[src/rtl/scratch_bridge_pkg.sv]
// scratch_bridge_pkg: response codes and FSM state types shared by the scratchpad bridge
package scratch_bridge_pkg;
  localparam logic [1:0] RESP_OKAY = 2'b00;
  localparam logic [1:0] RESP_SLVERR = 2'b10;
  typedef enum logic [1:0] {W_IDLE, W_WRITE, W_RESP} wr_state_t;
  typedef enum logic [1:0] {R_IDLE, R_WAIT, R_RESP} rd_state_t;
endpackage

[src/rtl/axil_scratch_bridge.sv]
// axil_scratch_bridge: AXI4-Lite slave for the scratchpad RAM; SCRATCH_BRIDGE_RANGE_CHK_EN enables SLVERR range checking
module axil_scratch_bridge
  import scratch_bridge_pkg::*;
#(
  parameter int ADDR_WIDTH = 32,
  parameter int DATA_WIDTH = 32,
  parameter int RAM_ADDR_WIDTH = 14,
  parameter logic [ADDR_WIDTH-1:0] BASE_ADDR = 32'h0800_0000,
  parameter int RD_LATENCY = 1
) (
  input  logic                      clk,
  input  logic                      rst,
  input  logic [ADDR_WIDTH-1:0]     s_awaddr,
  input  logic                      s_awvalid,
  output logic                      s_awready,
  input  logic [DATA_WIDTH-1:0]     s_wdata,
  input  logic [DATA_WIDTH/8-1:0]   s_wstrb,
  input  logic                      s_wvalid,
  output logic                      s_wready,
  output logic [1:0]                s_bresp,
  output logic                      s_bvalid,
  input  logic                      s_bready,
  input  logic [ADDR_WIDTH-1:0]     s_araddr,
  input  logic                      s_arvalid,
  output logic                      s_arready,
  output logic [DATA_WIDTH-1:0]     s_rdata,
  output logic [1:0]                s_rresp,
  output logic                      s_rvalid,
  input  logic                      s_rready,
  output logic                      ram_wr_en,
  output logic [RAM_ADDR_WIDTH-1:0] ram_wr_addr,
  output logic [DATA_WIDTH-1:0]     ram_wr_data,
  output logic [DATA_WIDTH/8-1:0]   ram_wr_byte_en,
  output logic [RAM_ADDR_WIDTH-1:0] ram_rd_addr,
  input  logic [DATA_WIDTH-1:0]     ram_rd_data
);
  localparam int CW = $clog2(RD_LATENCY + 2);
  wr_state_t w_state, w_next;
  rd_state_t r_state, r_next;
  logic aw_full, w_full, aw_oob_q, rd_oob_q;
  logic [CW-1:0] cnt;
  logic [ADDR_WIDTH-1:0] aw_off, ar_off;
  logic aw_oob, ar_oob, aw_hs, w_hs, ar_hs, b_hs, r_hs, rd_done, unused_off;
  assign aw_off = s_awaddr - BASE_ADDR;
  assign ar_off = s_araddr - BASE_ADDR;
  assign unused_off = ^{aw_off, ar_off};
`ifdef SCRATCH_BRIDGE_RANGE_CHK_EN
  // BASE_ADDR is window-aligned, so any set bit above the window (including wrap from below) is out of range
  assign aw_oob = |aw_off[ADDR_WIDTH-1:RAM_ADDR_WIDTH+2];
  assign ar_oob = |ar_off[ADDR_WIDTH-1:RAM_ADDR_WIDTH+2];
`else
  assign aw_oob = 1'b0;
  assign ar_oob = 1'b0;
`endif
  assign s_awready = !rst && !aw_full;
  assign s_wready = !rst && !w_full;
  assign s_arready = !rst && r_state == R_IDLE && w_state != W_WRITE;
  assign s_bvalid = !rst && w_state == W_RESP;
  assign s_rvalid = !rst && r_state == R_RESP;
  assign ram_wr_en = !rst && w_state == W_WRITE && !aw_oob_q;
  assign aw_hs = s_awvalid && s_awready;
  assign w_hs = s_wvalid && s_wready;
  assign ar_hs = s_arvalid && s_arready;
  assign b_hs = s_bvalid && s_bready;
  assign r_hs = s_rvalid && s_rready;
  assign rd_done = r_state == R_WAIT && cnt == CW'(RD_LATENCY);
  // a write may start on the edge that fills its last buffer, but yields to a read being sampled or just accepted
  always_comb begin
    w_next = w_state;
    r_next = r_state;
    unique case (w_state)
      W_IDLE:  w_next = (aw_full || aw_hs) && (w_full || w_hs) && r_state != R_WAIT && !ar_hs ? W_WRITE : W_IDLE;
      W_WRITE: w_next = W_RESP;
      default: w_next = b_hs ? W_IDLE : W_RESP;
    endcase
    unique case (r_state)
      R_IDLE:  r_next = ar_hs ? R_WAIT : R_IDLE;
      R_WAIT:  r_next = rd_done ? R_RESP : R_WAIT;
      default: r_next = r_hs ? R_IDLE : R_RESP;
    endcase
  end
  always_ff @(posedge clk) begin
    if (rst) begin
      w_state <= W_IDLE;
      r_state <= R_IDLE;
      aw_full <= 1'b0;
      w_full <= 1'b0;
      aw_oob_q <= 1'b0;
      rd_oob_q <= 1'b0;
      cnt <= '0;
      ram_wr_addr <= '0;
      ram_wr_data <= '0;
      ram_wr_byte_en <= '0;
      ram_rd_addr <= '0;
      s_bresp <= RESP_OKAY;
      s_rresp <= RESP_OKAY;
      s_rdata <= '0;
    end else begin
      w_state <= w_next;
      r_state <= r_next;
      if (aw_hs) begin
        aw_full <= 1'b1;
        aw_oob_q <= aw_oob;
        ram_wr_addr <= aw_off[RAM_ADDR_WIDTH+1:2];
      end
      if (w_hs) begin
        w_full <= 1'b1;
        ram_wr_data <= s_wdata;
        ram_wr_byte_en <= s_wstrb;
      end
      if (w_state == W_WRITE) s_bresp <= aw_oob_q ? RESP_SLVERR : RESP_OKAY;
      if (b_hs) begin
        aw_full <= 1'b0;
        w_full <= 1'b0;
      end
      if (ar_hs) begin
        ram_rd_addr <= ar_off[RAM_ADDR_WIDTH+1:2];
        rd_oob_q <= ar_oob;
        cnt <= '0;
      end else if (r_state == R_WAIT) cnt <= cnt + CW'(1);
      if (rd_done) begin
        s_rdata <= rd_oob_q ? '0 : ram_rd_data;
        s_rresp <= rd_oob_q ? RESP_SLVERR : RESP_OKAY;
      end
    end
  end
endmodule

[config.mk]
export PLATFORM = sky130hd
export DESIGN_NAME = axil_scratch_bridge
export DESIGN_NICKNAME = d
export VERILOG_FILES = /design/src/rtl/scratch_bridge_pkg.sv /design/src/rtl/axil_scratch_bridge.sv
export SDC_FILE = /design/constraint.sdc
export NUM_CORES = 1
export LEC_CHECK = 0
export CELL_PAD_IN_SITES_DETAIL_PLACEMENT = 0
export CELL_PAD_IN_SITES_GLOBAL_PLACEMENT = 2
export CORE_MARGIN = 3
export CORE_UTILIZATION = 17
export CTS_CLUSTER_SIZE = 20
export DETAILED_ROUTE_END_ITERATION = 10
export PLACE_DENSITY_LB_ADDON = 0.1
export SYNTH_ARGS = -nofsm -noshare
export SYNTH_HDL_FRONTEND = slang
export SYNTH_SLANG_ARGS = --single-unit
[constraint.sdc]
create_clock -name clk -period 1.5 [get_ports clk]
set_input_delay 0.3 -clock clk [delete_from_list [all_inputs] [get_ports clk]]
set_output_delay 0.3 -clock clk [all_outputs]
set_load 0.01 [all_outputs]
After elaboration in Yosys (flattened, before gate mapping)
Index checks and enable logic that the tools add are counted.

operators by class
  div/mod/pow operators = 0
  multipliers = 0
  bitwise logic cells = 0
  add/subtract/negate cells = 3
  equal/unequal tests = 7
  shift-type cells = 0
  reduce and logical (&&, ||, !) cells = 26
  muxes and demuxes = 7
  $lt $le $gt $ge = 0

operators with widths
  operator                                              count
  subtractor 16 x 1 -> 16 bit (second input constant)   2
  logical AND 1 bit                                     16
  one-hot mux 2 bit (2 select lines)                    2
  equality test 2 x 1 -> 1 bit (second input constant)  3
  two-way mux 2 bit                                     3
  equality test 2 bit (second input constant)           2
  logical NOT 1 bit                                     4
  logical NOT 2 bit                                     2
  != test 2 x 1 -> 1 bit (second input constant)        2
  OR reduction 2 bit                                    2
  adder 2 x 1 -> 2 bit (second input constant)          1
  logical OR 1 bit                                      2
  two-way mux 1 bit                                     2

word-level totals
  output and inout bits = 106
  input port bits = 139
  memories = 0
  logic and storage cells = 53
  latch bits = 0
  bits in read-only memories = 0
  flip-flop bits (word level) = 104
  RAM bits = 0

Logic depth before layout (Yosys ltp)
Gate-level depths: netlist of the first run.

  depth after elaboration = 9
  mapped depth = 7
  depth with buffers taken out = 5

Worst setup path before layout of the first run
OpenSTA, ideal clock, no wires.

  path type = register -> output
  start = register w_state[1]
  end = output port s_arready
  cell stages (with the launch flop) = 4
  slack = 0.077 ns
  data required time = 1.200 ns
  arrival time = 1.123 ns
  cells stage by stage = dfxtp_1 -> and2b_1 -> buf_2 -> nor4_1

on the way
  longest elaborated chain between the ends = 2

ends and longest elaborated chain
  element                 RTL line                   text
  from (decl)             axil_scratch_bridge.sv:38  wr_state_t w_state, w_next;
  from (signal assigned)  axil_scratch_bridge.sv:99  w_state <= w_next;
  != test 2 x 1 -> 1 bit  axil_scratch_bridge.sv:57  assign s_arready = !rst && r_state == R_IDLE && w_state != W_WRITE;
  logical AND 1 bit       axil_scratch_bridge.sv:57
  to (decl)               axil_scratch_bridge.sv:25  output logic s_arready,

Every way passes these cells.

Worst setup path in the final report of the first run
Same ends and word-level chain as after synthesis.

==> results of run 1 <==
==> synth_stat cells (2+ instances only) <==
library cell / number / area share
o21ai_0: 52 / 0.066
nand2_1: 115 / 0.11
nor2_1: 8 / 0.0077
nor3_1: 4 / 0.0051
nand2b_1: 51 / 0.081
nor3b_1: 3 / 0.0058
a21oi_1: 49 / 0.063
o21ai_1: 11 / 0.014
buf_6: 2 / 0.0058
clkbuf_1: 18 / 0.017
inv_1: 3 / 0.0029
o21ai_2: 2 / 0.0045
dfxtp_1: 104 / 0.53
and2b_1: 2 / 0.0038
nand3_1: 14 / 0.018
buf_4: 4 / 0.0077
buf_2: 13 / 0.017
==> cells by family after synthesis <==
group / after synthesis / synth area share
buffers and inverters: 41 / 0.0511
AND/OR/NAND/NOR: 206 / 0.259
flip-flops: 104 / 0.532
XOR/XNOR: 1 / 0.00224
other: 1 / 0.000958
AO/OA/AOI/OAI: 116 / 0.152
adder cells (fa/ha/maj): 1 / 0.00319
==> worst max-delay path, cell delays in order, from the launching register on <==
cell and delay [ns]:
dfxtp_2 0.33, and2b_1 0.19, nor4_1 0.15, buf_2 0.19
==> timing repair <==
action | in CTS | in global routing
buffers inserted | 0 | 0
setup endpoints to repair | 119 | 18
gates resized for setup | 126 | 14
pin swaps | 2 | 4
cloned | 1 | 0
==> routing by layer <==
metal,vias to the layer above,GRT usage
li1,1941,-
met1,1679,0.122
met2,132,0.168
met3,9,0.0552
met4,0,0.0339
met5,-,0
==> flip-flops by register name, indices dropped and copies added (netlist names) <==
register,cells
aw_full,1
cnt,2
r_state,2
ram_rd_addr,14
ram_wr_addr,14
ram_wr_byte_en,4
ram_wr_data,32
s_rdata,32
w_full,1
w_state,2
==> worst max-delay path by stage <==
stage | from | to | slack (ns) | depth (start not counted)
after CTS | w_state[1] | s_bvalid | -0.06 | 3
after global routing | w_state[1] | s_arready | -0.07 | 3
final | w_state[1] | s_arready | 0.001 | 3
after detailed placement | s_arvalid | cnt[1] | -0.31 | 4
after global placement | s_arvalid | cnt[1] | -0.28 | 4
after floorplan | w_state[1] | s_arready | 0.08 | 3
==> final cells by class <==
cell class / instances / area (um2) / area share
Clock buffer: 10 / 239 / 0.0361
Clock inverter: 6 / 67.6 / 0.0102
Inverter: 3 / 11.3 / 0.00170
Multi-Input combinational cell: 329 / 1720 / 0.260
Sequential cell: 104 / 2090 / 0.315
Tap cell: 280 / 350 / 0.0529
Timing Repair Buffer: 228 / 2150 / 0.325
==> power by group through the flow <==
stage                     combinational, mW  clock, mW  sequential (mW)
final                                 0.971       2.47             2.98
after global placement                 1.05          0             3.04
after detailed placement               1.05          0             3.05
after floorplan                       0.315          0             3.10
after CTS                             0.983       2.63             2.98
after global routing                   1.06       2.70             3.00
==> per-stage QoR <==
step | power (mW) | hold WS, ns
after global routing | 6.76 | 0.308
final | 6.42 | 0.308
after global placement | 4.09 | 0.441
after floorplan | 3.41 | 0.409
after CTS | 6.59 | 0.295
after detailed placement | 4.09 | 0.446
==> metrics, run 1 <==
Final Slew Violations 0; nets around 820; Highest Signal Layer met4; Final Util 0.298; hold path startpoint rst; commonest non-fill, non-tap cell in the layout nand2_1; die area around 25,000 um2; VDD IR max approximately 540 uV; fraction of layout cells with a size suffix above 1 0.0971; Setup Skew ~0.011 ns; first-pass GRT wire length around 20,000 um; initial antenna violation count 0; TNS Setup 0 ns; Max Buffers Root-to-Sink 2; # IOs 245; FMAX between 600 and 700 MHz; Syn Area/Cell between 8 and 9 um2; fin crit share 0.999; Port Buffers around 200; antenna cells 0; Initial Utilization 0.176; die extent in x ~160 um; Hold Fails Final Rpt 0; dpl cells between 900 and 1,000; met3 wire len 1530 um; Area Overhead vs Synth 69.3%; largest net degree at the start of global routing 73; Synth Cell Area just under 4000 um2; WL/cell 14.2 um; wire length on met2 roughly 6200 um; final setup vio count 0; Seq/Total Area, Yosys 0.532; CP Max Fanout 2; flops & latches, synth around 100; most frequent cells in the layout nand2_1, dfxtp_1, clkdlybuf4s50_1; R2R Path End ram_rd_addr[10]; fillers 2,411; CTS sink cnt about 100; Async SR Flop Fraction 0; Via Count 3,761; maxcap violations 0; Post-DP Area about 6400 um2; Post-synth top flop dfxtp_1; number of synthesized flops with an enable pin 0; design area roughly 6600 um2; Sw Ratio 0.254; Final ANT Viol Nets 0; cell internal pwr 4.79 mW; global placer's final weighted congestion 0.651; Mapped Cells 470; Psw between 1.5 and 2 mW; Pre-Repair DR Iteration Count 4; DRC Markers 0; vias in the first global route 3,766; Clock transition at path regs roughly 0.07 ns; hold path cells 3; setup ws final around 0.0015 ns; status completed; wire length on met1 about 5800 um; CP required approximately 1.2 ns; fin cells 960; grt ovf 0; Worst-Skew Late Latency approximately 0.35 ns; Reg2Reg Setup Slack ~0.03 ns; WP data arrival 1.20 ns; Setup crit start kind flop; Setup crit end kind output pin; Crit Path Class reg -> out; drt via density 3.92; synth warn 0; Clock Root Buffer clkbuf_16; clock share of power 0.385; RSZ-0062 raised after global routing true; RR Startpoint r_state[1]; Total Wirelength 13,600 um; min Tclk post-route between 1 and 1.5 ns; Combinational Power Share 0.151; cells on worst reg2reg path 4; die height between 150 and 200 um; pre-CTS WS -0.311 ns; count of different cell masters after synthesis 32; CTS Hold Bufs 0; initial DRC count 136; Hold Path Sink w_state[1]; CTS tree yes; dpl hpwl about 9500 um; power per cell area slightly below 1000 nW/um2; Hold WC Path Type in -> reg; core area about 22,000 um2; Leak 2.75 nW; H-Tree Level Count 3; # rows between 50 and 60; GR Util All Layers 0.105; sequential power share 0.464; Num CTS Buffers 9
No activity file was read; power rests on OpenSTA's default activity.
==> inputs of run 2 (changes only) <==
- REMOVE_ABC_BUFFERS: default -> 1
==> metrics, run 2 (synthesized netlist as in run 1, its figures left out) <==
status completed; first-pass GRT wire length 20,800 um (+2.2%); Crit path largest cell delay 0.32 ns (about the same); Port Buffers 204 (unchanged); top flop regs ram_wr_data (32), s_rdata (32); RR Startpoint r_state[0]; dpl hpwl 9540 um (+0.80%); nets 815 (unchanged); Clock Root Buffer clkbuf_16; area taken by multi-input logic gates 1680 um2 (-2.4%); Pre-Repair DR Iteration Count 4 (unchanged); Final ANT Viol Nets 0 (unchanged); register area 2080 um2 (-0.12%); cells on worst reg2reg path 3 (-1); TNS Setup 0 ns (unchanged); Total Wirelength 13,400 um (-1.9%); CTS tree yes; GR Util All Layers 0.106 (+0.00131); Critical Path, Cell by Cell and2b_1 -> nor4_1 -> buf_2; CP required 1.20 ns (about the same); Hold Path Sink r_state[1]; Hold Fails Final Rpt 0 (unchanged); Hold WC Path Type in -> reg; delay-heaviest family, CP simple AND/OR/NAND/NOR gates; Setup crit end kind output pin; Reg2Reg Setup Slack 0.09 ns (+0.06 ns); Initial Utilization 0.176 (unchanged); H-Tree Level Count 3 (unchanged); Worst-Skew Late Latency 0.35 ns (about the same); fraction of layout cells with a size suffix above 1 0.0853 (-0.0118); Num CTS Buffers 9 (unchanged); hold path startpoint rst; Clock transition at path regs 0.07 ns (about the same); R2R Path End ram_rd_addr[0]; min Tclk post-route 1.49 ns (-0.00796 ns); vias in the first global route 3,793 (+0.72%); Max Buffers Root-to-Sink 2 (unchanged); VDD IR max 482 uV (-10%); Via Count 3,802 (+1.1%); Critical Path Start w_state[1]; most frequent cells in the layout nand2_1, dfxtp_1, clkdlybuf4s50_1; maxcap violations 0 (unchanged); CTS sink cnt 104 (unchanged); initial DRC count 152 (+12%); WP depth 3 (unchanged); RSZ-0062 raised after global routing true; power per cell area 969 nW/um2 (+0.13%); die extent in x 158 um (unchanged); Crit Path Class reg -> out; largest net degree at the start of global routing 54 (-26%); Worst path slowest cell dfxtp_2; drt via density 3.96 (+0.98%); fillers 2,385 (-1.1%); Setup crit start kind flop; CP Max Fanout 2 (unchanged); hold path cells 3 (unchanged); setup bufs post-CTS 0 (unchanged); WP buf/inv 1 (unchanged); FMAX 671 MHz (+0.53%); Leak 2.74 nW (-0.14%); # rows 54 (unchanged); setup ws final 0.00943 ns (+0.00796 ns); initial antenna violation count 1 (+1); commonest non-fill, non-tap cell in the layout nand2_1; final setup vio count 0 (unchanged); Pwr Total 6.41 mW (-0.19%); die area 24,900 um2 (unchanged); WL/cell 13.9 um (-2.0%); die height 158 um (unchanged); grt ovf 0 (unchanged); global placer's final weighted congestion 0.685 (+5.3%); core area 22,200 um2 (unchanged); # IOs 245 (unchanged); DRC Markers 0 (unchanged); WP data arrival 1.19 ns (about the same); Area Overhead vs Synth 68.7%; pre-CTS WS -0.324 ns (-0.0125 ns); fin crit share 0.994 (-0.00531); Setup Skew 0.0116 ns (+0.000715 ns); Final Slew Violations 0 (unchanged)
==> run 2: cell type report <==
type / count / share of cell area
multi-input cells: 328 / 0.254
well taps: 280 / 0.0530
flip-flops and latches: 104 / 0.315
inverters: 3 / 0.00170
clock inverters: 4 / 0.00814
clock buffers: 12 / 0.0373
diodes: 1 / 0.000379
repair buffers: 229 / 0.330
==> run 2: tightest hold or removal path: cells and delay by family <==
kind	cells	cell delay, ns
AO/OA/AOI/OAI	1	0.04
buffers and inverters	2	0.36
==> run 2: power breakdown <==
group / leakage (nW) / switching (mW) / internal (mW)
Combinational: 1.75 / 0.422 / 0.545
Sequential: 0.850 / 0.0711 / 2.90
Clock: 0.139 / 1.12 / 1.35
Total: 2.74 / 1.61 / 4.79
==> run 2: worst max path at each step <==
stage	end	slack (ns)
floorplan	ram_wr_byte_en[0]	-1.08
global placement	ram_rd_addr[1]	-0.31
detailed placement	ram_rd_addr[13]	-0.32
CTS	s_arready	-0.05
global route	s_arready	-0.05
finish	s_arready	0.009
==> run 2: layer usage <==
layer	part of all wire	track usage	wire, um
met4	0.011	0.0331	141
met1	0.46	0.136	6190
met5	0	0	0
met2	0.43	0.159	5710
met3	0.10	0.0506	1340
==> run 2: metrics by stage <==
stage	cells	hold slack (ns)	utilization	instance area, um2
3_3_place_gp	944	0.441	0.288	6410
6_report	961	0.402	0.297	6610
2_1_floorplan	435	0.369	-	3740
4_1_cts	960	0.381	0.297	6590
3_5_place_dp	944	0.446	0.288	6410
5_1_grt	961	0.406	0.297	6610
==> run 2: repair_timing <==
item | CTS | global route
resized for setup | 118 | 9
hold buffers | 0 | 0
pin swaps | 0 | 1
setup endpoints to repair | 102 | 9
